### config.mk
export PLATFORM = sky130hd
export DESIGN_NAME = dac_calib
export DESIGN_NICKNAME = d
export VERILOG_FILES = /design/src/rtl/dac_calib_pkg.sv /design/src/rtl/calib_mac_sat.sv /design/src/rtl/dac_calib.sv
export SDC_FILE = /design/constraint.sdc
export NUM_CORES = 1
export LEC_CHECK = 0
export BUFFER_PORTS_ARGS = -buffer_cell sky130_fd_sc_hd__buf_2
export CAP_MARGIN = 25
export CORE_MARGIN = 10
export CORE_UTILIZATION = 36
export CTS_BUF_LIST = sky130_fd_sc_hd__clkbuf_8
export CTS_CLUSTER_SIZE = 25
export DETAILED_ROUTE_END_ITERATION = 12
export PLACE_DENSITY = 0.52
export SYNTH_ARGS = -nofsm -noshare
export SYNTH_HDL_FRONTEND = slang
export SYNTH_SLANG_ARGS = --single-unit
### constraint.sdc
create_clock -name clk -period 6.1 [get_ports clk]
set_input_delay 0.61 -clock clk [delete_from_list [all_inputs] [get_ports clk]]
set_output_delay 0.61 -clock clk [all_outputs]
set_load 0.03 [all_outputs]
### src/rtl/dac_calib_pkg.sv
// Shared calibration constants and the saturating clamp. The DAC and ADC calibration stages
// both use this package.
package dac_calib_pkg;

  localparam int unsigned GAIN_FRAC_BITS = 15;
  localparam logic [15:0] GAIN_UNITY     = 16'h8000;

  typedef struct packed {
    logic               sat;
    logic signed [31:0] value;
  } clamp_t;

  // Clamp a signed value to the two's-complement range of `width` bits and flag the clamp.
  function automatic clamp_t sat_clamp(input logic signed [31:0] val, input int unsigned width);
    clamp_t             r;
    logic signed [31:0] hi;
    logic signed [31:0] lo;
    hi = (32'sd1 <<< (width - 1)) - 32'sd1;
    lo = -(32'sd1 <<< (width - 1));
    if (val > hi) begin
      r.sat   = 1'b1;
      r.value = hi;
    end else if (val < lo) begin
      r.sat   = 1'b1;
      r.value = lo;
    end else begin
      r.sat   = 1'b0;
      r.value = val;
    end
    return r;
  endfunction

endpackage

### src/rtl/calib_mac_sat.sv
// Two-stage gain/offset datapath: registered Q1.15 multiply, then offset add, clamp and output
// register. All state advances only when en is high.
module calib_mac_sat
  import dac_calib_pkg::*;
#(
  parameter int unsigned DATA_BITS = 16
) (
  input  logic                 clk,
  input  logic                 rst,
  input  logic                 en,
  input  logic                 in_valid,
  input  logic [DATA_BITS-1:0] in_data,
  input  logic [15:0]          gain,
  input  logic [15:0]          offset,
  output logic                 out_valid,
  output logic [DATA_BITS-1:0] out_data,
  output logic                 sat_event
);

  localparam int unsigned PW = DATA_BITS + 17;
  localparam int unsigned GW = DATA_BITS + 2;
  localparam int unsigned SW = DATA_BITS + 3;

  logic signed [PW-1:0] prod;
  logic signed [GW-1:0] scaled_q;
  logic                 s2_valid_q;
  logic signed [SW-1:0] sum;
  clamp_t               clamp_res;

  // Gain is unsigned, so it is zero-extended before the signed multiply.
  assign prod = $signed({{17{in_data[DATA_BITS-1]}}, in_data}) *
                $signed({{(DATA_BITS + 1){1'b0}}, gain});

  assign sum       = {scaled_q[GW-1], scaled_q} + {{(SW - 16){offset[15]}}, offset};
  assign clamp_res = sat_clamp(32'(sum), DATA_BITS);
  assign sat_event = en && s2_valid_q && clamp_res.sat;

  always_ff @(posedge clk) begin
    if (rst) begin
      s2_valid_q <= 1'b0;
      scaled_q   <= '0;
      out_valid  <= 1'b0;
      out_data   <= '0;
    end else if (en) begin
      s2_valid_q <= in_valid;
      scaled_q   <= GW'(prod >>> GAIN_FRAC_BITS);
      out_valid  <= s2_valid_q;
      out_data   <= DATA_BITS'(clamp_res.value);
    end
  end

endmodule

### src/rtl/dac_calib.sv
// DAC-side calibration: gain then offset on the generator stream, with a global-stall AXI-S
// pipeline and a sticky saturation counter.
module dac_calib
  import dac_calib_pkg::*;
#(
  parameter int unsigned AXIS_DATA_BITS = 16,
  parameter int unsigned SAT_CNT_BITS   = 16
) (
  input  logic                      clk,
  input  logic                      rst,
  input  logic [AXIS_DATA_BITS-1:0] s_axis_tdata,
  input  logic                      s_axis_tvalid,
  output logic                      s_axis_tready,
  output logic [AXIS_DATA_BITS-1:0] m_axis_tdata,
  output logic                      m_axis_tvalid,
  input  logic                      m_axis_tready,
  input  logic [15:0]               cfg_calib_gain,
  input  logic [15:0]               cfg_calib_offset,
  input  logic                      sat_clr,
  output logic [SAT_CNT_BITS-1:0]   sat_cnt,
  output logic                      sat_flag
);

  logic                      adv;
  logic                      s1_valid_q;
  logic [AXIS_DATA_BITS-1:0] s1_data_q;
  logic [15:0]               gain_q;
  logic [15:0]               offset_q;
  logic                      sat_event;

  // No skid buffer: ready is combinational from downstream ready.
  assign adv           = !m_axis_tvalid || m_axis_tready;
  assign s_axis_tready = adv;

  // Config is sampled every cycle, independent of stalls.
  always_ff @(posedge clk) begin
    if (rst) begin
      gain_q   <= '0;
      offset_q <= '0;
    end else begin
      gain_q   <= cfg_calib_gain;
      offset_q <= cfg_calib_offset;
    end
  end

  always_ff @(posedge clk) begin
    if (rst) begin
      s1_valid_q <= 1'b0;
      s1_data_q  <= '0;
    end else if (adv) begin
      s1_valid_q <= s_axis_tvalid;
      s1_data_q  <= s_axis_tdata;
    end
  end

  calib_mac_sat #(
    .DATA_BITS(AXIS_DATA_BITS)
  ) u_mac (
    .clk      (clk),
    .rst      (rst),
    .en       (adv),
    .in_valid (s1_valid_q),
    .in_data  (s1_data_q),
    .gain     (gain_q),
    .offset   (offset_q),
    .out_valid(m_axis_tvalid),
    .out_data (m_axis_tdata),
    .sat_event(sat_event)
  );

  // Clear wins over a same-cycle event.
  always_ff @(posedge clk) begin
    if (rst || sat_clr) begin
      sat_cnt  <= '0;
      sat_flag <= 1'b0;
    end else if (sat_event) begin
      sat_flag <= 1'b1;
      if (sat_cnt != '1) begin
        sat_cnt <= sat_cnt + 1'b1;
      end
    end
  end

endmodule

# --- Yosys cells after proc, flatten, opt, wreduce, memory -nomap -nowiden ---
# Index checks and enable logic that the tools add are counted.
word_totals:
  ff_bits: 102
  input_bits: 53
  output_inout_bits: 35
op_classes:
  n_addsub: 2
  n_mul: 1
  n_lt_le_gt_ge: 2
  n_eq_ne: 1
  mux: 2
  reduce_logical: 6
op_table:
  columns: ["op", "n"]
  rows:
  - ["$mux 33", 2]
  - ["$mul 16x17->33", 1]
  - ["$add 18x16->19", 1]
  - ["$gt 19x16->1 const B", 1]
  - ["$lt 19x16->1 const B", 1]
  - ["$add 16x1->16 const B", 1]
  - ["$ne 16x16->1 const B", 1]
  - ["$logic_and 1x1->1", 2]
  - ["$logic_or 1x1->1", 2]
  - ["$reduce_and 2->1", 1]
  - ["$logic_not 1->1", 1]

# --- Depth between registers and ports, before layout ---
# Gate-level depths: netlist of the first run.
logic_depth:
  ltp_word: 6
  mapped_depth: 24
  mapped_depth_nobuf: 22

# --- Modules after synthesis ---
# Synthesis of the first run repeated with hierarchy kept, for this count alone.
hier_totals:
  hier_cells: 1422
  area_unflattened_um2: 12837.3
modules_own_cells:
  columns: ["mod", "instances", "cells_per_inst", "area_per_inst_um2", "seq_area_each_um2"]
  rows:
  - ["calib_mac_sat", 1, 1179, 10555.1, 720.7]
  - ["dac_calib", 1, 243, 2282.2, 1321.3]

# --- Least setup slack after synthesis of the first run ---
# Ideal clock, no wire load.
synth_timing:
  path_kind: "register to register"
  from: "register s1_data_q[7]"
  to: "register u_mac.scaled_q[17]"
  arrival_ns: 6.147
  required_time_ns: 5.958
  slack_ns: -0.189
  stages_incl_launch_ff: 25
  synth_period_minus_slack_ns: 6.289
  cell_sequence: "dfxtp_1 > clkbuf_1 > clkbuf_1 > nand2_1 > fa_1 > inv_1 > fa_1 > inv_1 > fa_1 > inv_1 > fa_1 > fa_1 > inv_1 > fa_1 > inv_1 > ha_1 > a21o_1 > a21o_1 > a41oi_1 > o21ai_0 > or2_1 > a221o_1 > a21oi_2 > mux2i_1 > a311oi_1"
synth_between:
  elab_chain_cells: 1
synth_lines:
  columns: ["item", "line", "source"]
  rows:
  - ["from (decl)", "dac_calib.sv:26", "logic [AXIS_DATA_BITS-1:0] s1_data_q;"]
  - ["from (signal assigned)", "dac_calib.sv:52", "s1_data_q <= s_axis_tdata;"]
  - ["$mul 16x17->33", "calib_mac_sat.sv:31", "assign prod = $signed({{17{in_data[DATA_BITS-1]}}, in_data}) *"]
  - ["to (signal assigned)", "calib_mac_sat.sv:46", "scaled_q <= GW'(prod >>> GAIN_FRAC_BITS);"]
  - ["to (decl)", "calib_mac_sat.sv:25", "logic signed [GW-1:0] scaled_q;"]
# No other way between the ends.
# A chain may end at the register's enable or synchronous reset.

# --- Final worst setup path of the first run ---
layout_timing:
  from: "register gain_q[4]"
  to: "register u_mac.scaled_q[17]"
layout_between:
  elab_chain_cells: 1
layout_lines:
  columns: ["item", "line", "source"]
  rows:
  - ["from (decl)", "dac_calib.sv:27", "logic [15:0] gain_q;"]
  - ["from (signal assigned)", "dac_calib.sv:41", "gain_q <= cfg_calib_gain;"]
  - ["$mul 16x17->33", "calib_mac_sat.sv:31", null]
# No other way between the ends.

==> results.md, run 1 <==
- CTS tree: built
- Setup-failing EPs final: 0
- Final cell count without fillers: 2027
- Arrival time at the worst endpoint: 6.25 ns
- First-pass GRT wire length: 54.7 mm
- Placed cell count: 2004
- Post-Synthesis Cells: 1441
- #FFs+latches synth: 102
- PD cells: 193 nW/um^2
- Clk Latency, worst-skew pair: 0.40 ns
- DR vias/cell: 4.81
- Slowest cell on crit path: fa_1
- Final setup skew: 0.0146 ns
- Worst EP required: 6.35 ns
- Grt total ovfl: 0
- Initial antenna violation count: 0
- Cell taking the most area after synthesis: fa_1
- Slew @ Worst Pin: 0.682 ns
- Ys Warns: 0
- Cell area after layout: 14700 um^2
- Top cells by count, synth: inv_1, nand2_1, fa_1
- Peak Freq: 0.167 GHz
- Setup crit start: gain_q[4]
- HPWL reported at the end of detailed placement: 27.7 mm
- WL final: 32.7 mm
- DRC Markers: 0
- Leakage: 7.35 nW
- TritonCTS Buffers: 9
- TritonRoute pass-1 iters: 5
- Setup crit end kind: flip-flop
- Reg-to-reg endpoint: u_mac.scaled_q[17]
- Worst Hold Class: in -> reg
- Hold_buf cts: 0
- Io pins: 88
- Root Driver: clkbuf_8
- Diodes inserted: 0
- Nets: 1954
- # rows: 68
- H-tree lvl count: 3
- Delay-heaviest family, CP: adder cells
- Dpl ws: -0.311 ns
- Worst-path clk slew: 0.10 ns
- Hold-critical path depth: 2
- RD Place Congestion: 0.819
- Via count: 9760
- WS Path Type: reg -> reg
- CP Max Fanout: 4
- CP Buf/Inv Count: 4
- Final worst path period share: 0.983
- Ys flop type: dfxtp_1
- Initial core utilization: 0.367
- Number of flops mapped to enable cells by yosys: 0
- Worst-path cell chain: and2_4 > fa_1 > inv_1 > fa_1 > inv_2 > fa_1 > fa_1 > fa_1 > inv_2 > fa_1 > inv_2 > ha_4 > a21o_1 > a21o_1 > a41oi_2 > o21ai_2 > or2_1 > a221o_1 > a21oi_2 > mux2i_1 > a311oi_1
- Seq/Total Area, Yosys: 0.160
- Max IR drop VDD: 181 uV
- Number of global-route vias before repair: 10400
- Area Overhead vs Synth: 15.3%
- Reg2Reg Depth: 21
- Fraction of layout cells with a size suffix above 1: 0.179
- Mapped cell area: 12800 um^2
- Slowest stage delay, CP: 0.57 ns
- R2R Path Start: gain_q[4]
- Port Buffers: 87
- Die footprint: 43400 um^2
- WL per Instance: 16.1 um
- Final WS setup: 0.105 ns
- Slew margin rel.: 0.543
- TritonCTS Sinks: 102
- RSZ-0062 raised after global routing: true
- DP Area: 14200 um^2
- Hold Crit Start: cfg_calib_gain[10]
- Max cap viols: 0
- Yosys top cell area share: 0.304
- Final ANT Viol Nets: 0
- Startpoint types: flip-flop
- Max-slew violation count: 0
- Die Height: 208 um
- GRT Util Overall: 0.153
- CTS Buffer Depth: 2
- Fin crit period: 6.00 ns
- Hold Fails Final Rpt: 0
- CP dominant cell by count: fa_1
- Die X: 208 um
- Worst R2R Setup Slack: 0.10 ns
- Syn nets: 1826
- Hold endpoint: gain_q[10]
- Mean post-synth cell area: 8.86 um^2
- Power, Total: 2.84 mW
- Async set-reset flop share out of synthesis: 0
- Largest net degree at the start of global routing: 59
- DRC violation total after the first TritonRoute iteration: 373
- Status: completed
- Most numerous cell in the Yosys netlist: inv_1
- Synth cell types: 67
- Core area: 34800 um^2
- Ranking of synthesized cells by area: fa_1, dfxtp_1, ha_1, inv_1, nand2_1
==> sequential cells by signal, summed over array words and instances, names as in the netlist, 16 cells and up <==
signal,count
u_mac.scaled_q,18
gain_q,16
offset_q,16
s1_data_q,16
sat_cnt,16
u_mac.out_data,16
==> layer usage <==
metal | track usage | vias up | part of all wire
met5 | 0 | - | 0
met4 | 0.0259 | 0 | 0.011
met3 | 0.0213 | 19 | 0.029
met2 | 0.261 | 116 | 0.49
met1 | 0.203 | 4809 | 0.47
li1 | - | 4816 | -
==> power breakdown <==
group	internal [mW]	total [mW]	leakage, nW	switching (mW)
combinational	0.717	1.61	6.40	0.895
sequential	0.745	0.813	0.855	0.0678
clock	0.160	0.414	0.0923	0.254
total	1.62	2.84	7.35	1.22
==> worst max path at each step <==
stage	cells after the start	end
6_report	21	u_mac.scaled_q[17]
5_1_grt	21	u_mac.scaled_q[17]
4_1_cts	21	u_mac.scaled_q[11]
3_5_place_dp	22	u_mac.scaled_q[11]
3_3_place_gp	22	u_mac.scaled_q[11]
2_1_floorplan	21	u_mac.scaled_q[17]
==> area by class of cell <==
type	count	area (um^2)
Inverter	232	871
Sequential cell	102	2110
Fill cell	3541	20100
Tap cell	455	569
Multi-Input combinational cell	1041	9830
Clock buffer	10	138
Timing Repair Buffer	183	1180
Clock inverter	4	32.5
==> cells by family after synthesis <==
family,synth area share
mux,0.00235
compound gates,0.0966
xor+xnor,0.0185
flops,0.160
simple gates,0.194
fa+ha+maj,0.439
buf+inv,0.0892
==> layout by cell type, fill, tap and decap left out, types with 8 or more instances in the layout <==
cell and n:
o21ai_0 14, ha_1 128, nand3_1 12, xor2_1 14
clkbuf_8 10, xnor2_1 13, nand2_1 209, dfxtp_2 9
a211oi_1 21, buf_2 87, ha_4 8, o21ai_1 12
a21o_1 12, fa_2 13, nor2_1 50, dfxtp_4 14
buf_4 90, and2_1 113, nor2b_1 34, inv_2 9
nand2b_1 10, or3_1 10, fa_1 181, a21oi_1 61
inv_1 224, dfxtp_1 79
==> metrics by stage <==
step            util  setup TNS (ns)  hold slack [ns]
6_report       0.423               0            0.422
5_1_grt        0.423          -0.317            0.406
4_1_cts        0.415               0            0.392
3_5_place_dp   0.407           -2.48            0.458
3_3_place_gp   0.407           -1.70            0.445
2_1_floorplan      -               0            0.429
==> repair_timing <==
| action | CTS | global route |
|---|---|---|
| pin swaps | 14 | 54 |
| setup endpoints to repair | 13 | 13 |
| gates resized for setup | 35 | 63 |
| setup buffers | 2 | 7 |
No activity file was read; power rests on OpenSTA's default activity.
==> run 2: changes to the inputs <==
PLACE_DENSITY = 0.5   (was 0.52)
clock period = 6.5 ns   (was 6.1 ns; I/O delays follow)
==> results.md, run 2 (synthesized netlist as in run 1, its figures left out) <==
- Status: completed (unchanged)
- Sw Pwr: 1.09 mW (was 1.22 mW)
- PostCTS Resize Cnt: 0 (was 35)
- # rows: 68 (unchanged)
- TritonCTS Buffers: 9 (unchanged)
- Die X: 208 um (unchanged)
- Final worst path period share: 0.965 (was 0.983)
- Diodes inserted: 0 (unchanged)
- Clock share of power: 0.156 (was 0.146)
- Area Overhead vs Synth: 10.6% (was 15.3%)
- Fraction of layout cells with a size suffix above 1: 0.121 (was 0.179)
- GRT Util Overall: 0.151 (was 0.153)
- First-pass GRT wire length: 54.1 mm (was 54.7 mm)
- Commonest non-fill, non-tap cells in the layout: inv_1, nand2_1, fa_1 (unchanged)
- H-tree lvl count: 3 (unchanged)
- Fin crit period: 6.27 ns (was 6.00 ns)
- Io pins: 88 (unchanged)
- Sequential Power Share: 0.309 (was 0.286)
- Slew @ Worst Pin: 0.857 ns (was 0.682 ns)
- Core area: 34800 um^2 (unchanged)
- DRC violation total after the first TritonRoute iteration: 355 (was 373)
- HPWL reported at the end of detailed placement: 27.4 mm (was 27.7 mm)
- Final ANT Viol Nets: 0 (unchanged)
- WS Path Type: reg -> reg (unchanged)
- Logic pwr share: 0.535 (was 0.568)
- TritonCTS Sinks: 102 (unchanged)
- Dpl ws: 0.0746 ns (was -0.311 ns)
- Leakage: 7.10 nW (was 7.35 nW)
- Die Height: 208 um (unchanged)
- Max-slew violation count: 0 (unchanged)
- Max cap viols: 0 (unchanged)
- Via count: 9622 (was 9760)
- Hold Fails Final Rpt: 0 (unchanged)
- Grt total ovfl: 0 (unchanged)
- TritonRoute pass-1 iters: 4 (was 5)
- Slew margin rel.: 0.429 (was 0.543)
- Worst-path clk slew: 0.11 ns (was 0.10 ns)
- Internal power: 1.41 mW (was 1.62 mW)
- Worst Hold Class: in -> reg (unchanged)
- Final setup skew: 0.0168 ns (was 0.0146 ns)
- Setup-failing EPs final: 0 (unchanged)
- Number of global-route vias before repair: 9991 (was 10400)
- CTS tree: built (unchanged)
- Placed cell count: 1967 (was 2004)
- Peak Freq: 0.160 GHz (was 0.167 GHz)
- CTS Buffer Depth: 2 (unchanged)
- Root Driver: clkbuf_8 (unchanged)
- Final cell count without fillers: 1981 (was 2027)
- Port Buffers: 87 (unchanged)
- Initial antenna violation count: 0 (unchanged)
- WL per Instance: 16.4 um (was 16.1 um)
- RD Place Congestion: 0.865 (was 0.819)
- WL final: 32.5 mm (was 32.7 mm)
- Worst EP required: 6.79 ns (was 6.35 ns)
- Most flops, register: u_mac.scaled_q (unchanged)
- Final WS setup: 0.231 ns (was 0.105 ns)
- Max reg flops: 18 (unchanged)
- Largest net degree at the start of global routing: 54 (was 59)
- Setup crit end kind: flip-flop (unchanged)
- Initial core utilization: 0.367 (unchanged)
- Max IR drop VDD: 113 uV (was 181 uV)
- Arrival time at the worst endpoint: 6.56 ns (was 6.25 ns)
- Commonest non-fill, non-tap cell in the layout: inv_1 (unchanged)
- Nets: 1908 (was 1954)
- Die footprint: 43400 um^2 (unchanged)
- Switching portion of total power: 0.436 (was 0.429)
- Hold_buf cts: 0 (unchanged)
- PD cells: 177 nW/um^2 (was 193 nW/um^2)
- CP Max Fanout: 9 (was 4)
- Clk Latency, worst-skew pair: 0.39 ns (was 0.40 ns)
- DR vias/cell: 4.86 (was 4.81)
- DRC Markers: 0 (unchanged)
- Startpoint types: flip-flop (unchanged)
- Postcts setup bufs: 0 (was 2)
==> run 2: metrics by stage <==
stage / utilization / TNS [ns] / power, mW / area (um^2) / hold slack [ns]
floorplan: - / 0 / 1.72 / 12800 / 0.429
finish: 0.406 / 0 / 2.50 / 14100 / 0.460
global placement: 0.399 / 0 / 2.13 / 13900 / 0.447
detailed placement: 0.400 / 0 / 2.12 / 13900 / 0.453
CTS: 0.404 / 0 / 2.54 / 14100 / 0.424
global route: 0.406 / -0.00781 / 2.73 / 14100 / 0.448
==> run 2: layout make-up <==
cell class                      instances  area (um^2)
Multi-Input combinational cell       1041         9610
Timing Repair Buffer                  137          823
Inverter                              232          871
Fill cell                            3588        20700
Sequential cell                       102         2080
Tap cell                              455          569
Clock buffer                           10          138
Clock inverter                          4         32.5
==> run 2: power groups by stage <==
stage / clock, mW / sequential, mW / combinational (mW)
after global routing: 0.423 / 0.781 / 1.53
after CTS: 0.410 / 0.774 / 1.36
after detailed placement: 0 / 0.788 / 1.34
after global placement: 0 / 0.788 / 1.34
after floorplan: 0 / 0.800 / 0.921
final: 0.390 / 0.771 / 1.34
==> run 2: worst max-delay path, stage by stage, from the launching register on <==
cell and delay, ns:
dfxtp_1 0.57, nand2_1 0.14, fa_1 0.52, fa_1 0.51, inv_1 0.05, fa_1 0.50, fa_1 0.43, fa_1 0.55
inv_1 0.08, fa_1 0.53, inv_1 0.04, ha_1 0.34, a21o_1 0.19, a21o_1 0.20, a41oi_1 0.19, o21ai_0 0.12
or2_1 0.27, a221o_1 0.36, buf_4 0.18, a31oi_1 0.21, or4_1 0.14, nand3_1 0.06
==> run 2: path summary, 6_finish.rpt <==
path / endpoint / from / depth (start not counted) / slack [ns]
min reg2reg: u_mac.scaled_q[0] / u_mac.scaled_q[0] / 2 / 0.46
max reg2reg: u_mac.scaled_q[10] / gain_q[2] / 21 / 0.23
min: gain_q[2] / cfg_calib_gain[2] / 2 / 0.46
max: u_mac.scaled_q[10] / gain_q[2] / 21 / 0.23
==> run 2: layer usage <==
| layer | up-vias | part of all wire | track usage |
|---|---|---|---|
| li1 | 4725 | - | - |
| met3 | 16 | 0.032 | 0.0202 |
| met1 | 4767 | 0.47 | 0.203 |
| met4 | 0 | 0.0072 | 0.0204 |
| met2 | 114 | 0.49 | 0.257 |
| met5 | - | 0 | 0 |
==> run 3: changes to the inputs <==
CELL_PAD_IN_SITES_DETAIL_PLACEMENT = 1   (was default)
CELL_PAD_IN_SITES_GLOBAL_PLACEMENT = 2   (was default)
PLACE_DENSITY = 0.74   (was 0.5)
==> results.md, run 3 (synthesized netlist as in run 1, its figures left out) <==
- TritonCTS Buffers: 9 (unchanged)
- M3 GR Usage: 0.0204 (was 0.0202)
- Nets: 1918 (was 1908)
- Max IR drop VDD: 126 uV (was 113 uV)
- Initial core utilization: 0.367 (unchanged)
- Switching portion of total power: 0.444 (was 0.436)
- Max-slew violation count: 0 (unchanged)
- Sum of negative setup slack: 0 ns (unchanged)
- Peak Freq: 0.162 GHz (was 0.160 GHz)
- Commonest non-fill, non-tap cells in the layout: inv_1, nand2_1, fa_1 (unchanged)
- Port Buffers: 87 (unchanged)
- HPWL reported at the end of detailed placement: 30.0 mm (was 27.4 mm)
- Final WS setup: 0.312 ns (was 0.231 ns)
- Hold Fails Final Rpt: 0 (unchanged)
- # rows: 68 (unchanged)
- Via count: 9790 (was 9622)
- DP Area: 13900 um^2 (about the same)
- Seq. cell area: 2100 um^2 (was 2080 um^2)
- Max cap viols: 0 (unchanged)
- # fillers: 4145 (was 3588)
- CTS Buffer Depth: 2 (unchanged)
- Post-layout util: 0.411 (was 0.406)
- First-pass GRT wire length: 59.7 mm (was 54.1 mm)
- RSZ-0062 raised after global routing: false
- Io pins: 88 (unchanged)
- Dpl ws: -0.0483 ns (was 0.0746 ns)
- CP Max Fanout: 16 (was 9)
- Sw Pwr: 1.14 mW (was 1.09 mW)
- Worst Hold Class: in -> reg (unchanged)
- Worst EP required: 6.75 ns (was 6.79 ns)
- Hold_buf cts: 0 (unchanged)
- Final ANT Viol Nets: 0 (unchanged)
- Die footprint: 43400 um^2 (unchanged)
- H-tree lvl count: 3 (unchanged)
- Grt total ovfl: 0 (unchanged)
- Number of global-route vias before repair: 11100 (was 9991)
- Root Driver: clkbuf_8 (unchanged)
- Clock share of power: 0.161 (was 0.156)
- Fin crit period: 6.19 ns (was 6.27 ns)
- GR peak layer: met2 (unchanged)
- Worst-path clk slew: 0.12 ns (was 0.11 ns)
- M2 GR Usage: 0.286 (was 0.257)
- Setup crit end kind: flip-flop (unchanged)
- Fraction of layout cells with a size suffix above 1: 0.137 (was 0.121)
- Sequential Power Share: 0.299 (was 0.309)
- Diodes inserted: 0 (unchanged)
- Startpoint types: flip-flop (unchanged)
- Status: completed (unchanged)
- Largest net degree at the start of global routing: 61 (was 54)
- Arrival time at the worst endpoint: 6.44 ns (was 6.56 ns)
- WL per Instance: 17.8 um (was 16.4 um)
- Core area: 34800 um^2 (unchanged)
- Die Height: 208 um (unchanged)
- Initial antenna violation count: 0 (unchanged)
- Max reg flops: 18 (unchanged)
- Final setup skew: 0.0261 ns (was 0.0168 ns)
- Commonest non-fill, non-tap cell in the layout: inv_1 (unchanged)
- GRT Util Overall: 0.167 (was 0.151)
- DRC violation total after the first TritonRoute iteration: 353 (was 355)
- TritonRoute pass-1 iters: 4 (unchanged)
- DR vias/cell: 4.91 (was 4.86)
- WL final: 35.4 mm (was 32.5 mm)
- Cell area after layout: 14300 um^2 (was 14100 um^2)
- Setup-failing EPs final: 0 (unchanged)
- Slew margin rel.: 0.519 (was 0.429)
- Multi-input logic area: 9650 um^2 (was 9610 um^2)
- Area Overhead vs Synth: 11.8% (was 10.6%)
- Leakage: 7.16 nW (was 7.10 nW)
- DRC Markers: 0 (unchanged)
- TritonCTS Sinks: 102 (unchanged)
- WS Path Type: reg -> reg (unchanged)
- M1 GR Usage: 0.227 (was 0.203)
- PD cells: 181 nW/um^2 (was 177 nW/um^2)
- Internal power: 1.43 mW (was 1.41 mW)
- RD Place Congestion: 0.829 (was 0.865)
- Clk Latency, worst-skew pair: 0.41 ns (was 0.39 ns)
- Die X: 208 um (unchanged)
- Logic pwr share: 0.540 (was 0.535)
- CTS tree: built (unchanged)
- Power, Total: 2.58 mW (was 2.50 mW)
- Most flops, register: u_mac.scaled_q (unchanged)
- Slew @ Worst Pin: 0.718 ns (was 0.857 ns)
- Final worst path period share: 0.952 (was 0.965)
run 3: path summary, 6_finish.rpt:
path,end,slack (ns),from,cells after the start
hold reg to reg,s1_valid_q,0.46,s1_valid_q,2
hold / removal,offset_q[5],0.45,cfg_calib_offset[5],2
setup reg to reg,u_mac.scaled_q[11],0.31,gain_q[4],21
setup / recovery,u_mac.scaled_q[11],0.31,gain_q[4],21
run 3: stage by stage:
stage,hold slack (ns),instances
2_1_floorplan,0.429,1441
3_3_place_gp,0.447,1974
3_5_place_dp,0.455,1974
4_1_cts,0.419,1990
5_1_grt,0.428,1993
6_report,0.447,1993
run 3: layout make-up:
class	count	area share
multi-input combinational	1041	0.676
sequential	102	0.147
timing repair buffer	147	0.0631
inverter	232	0.0610
tap	455	0.0399
clock buffer	9	0.00867
clock inverter	7	0.00508
run 3: layer usage:
layer / wire, um / up-vias
met1: 16800 / 4960
li1: - / 4721
met5: 0 / -
met2: 17500 / 92
met3: 854 / 17
met4: 220 / 0
run 3: power by group through the flow:
stage	sequential, mW	clock (mW)	combinational (mW)
floorplan	0.800	0	0.921
global placement	0.788	0	1.36
detailed placement	0.790	0	1.38
CTS	0.776	0.433	1.40
global route	0.784	0.452	1.59
finish	0.771	0.414	1.39
run 3: worst max-delay path, stage by stage, from the launching register on:
cell and delay, ns:
dfxtp_4 0.43, and2_1 0.19, fa_1 0.50, inv_1 0.05, fa_1 0.53, inv_1 0.05
fa_1 0.51, fa_1 0.45, fa_1 0.56, inv_1 0.08, fa_1 0.53, inv_1 0.06
ha_4 0.25, a21o_1 0.17, a21o_1 0.20, a41oi_2 0.17, o21ai_1 0.09, or2_1 0.25
a221o_1 0.40, a21boi_1 0.21, xor2_1 0.22, a211oi_1 0.10
run 3: repair_timing:
item                                    CTS  global route
gates resized for setup                  14            34
endpoints found under the setup margin    9            13
setup buffers                             0             3
pin swaps                                 0             9
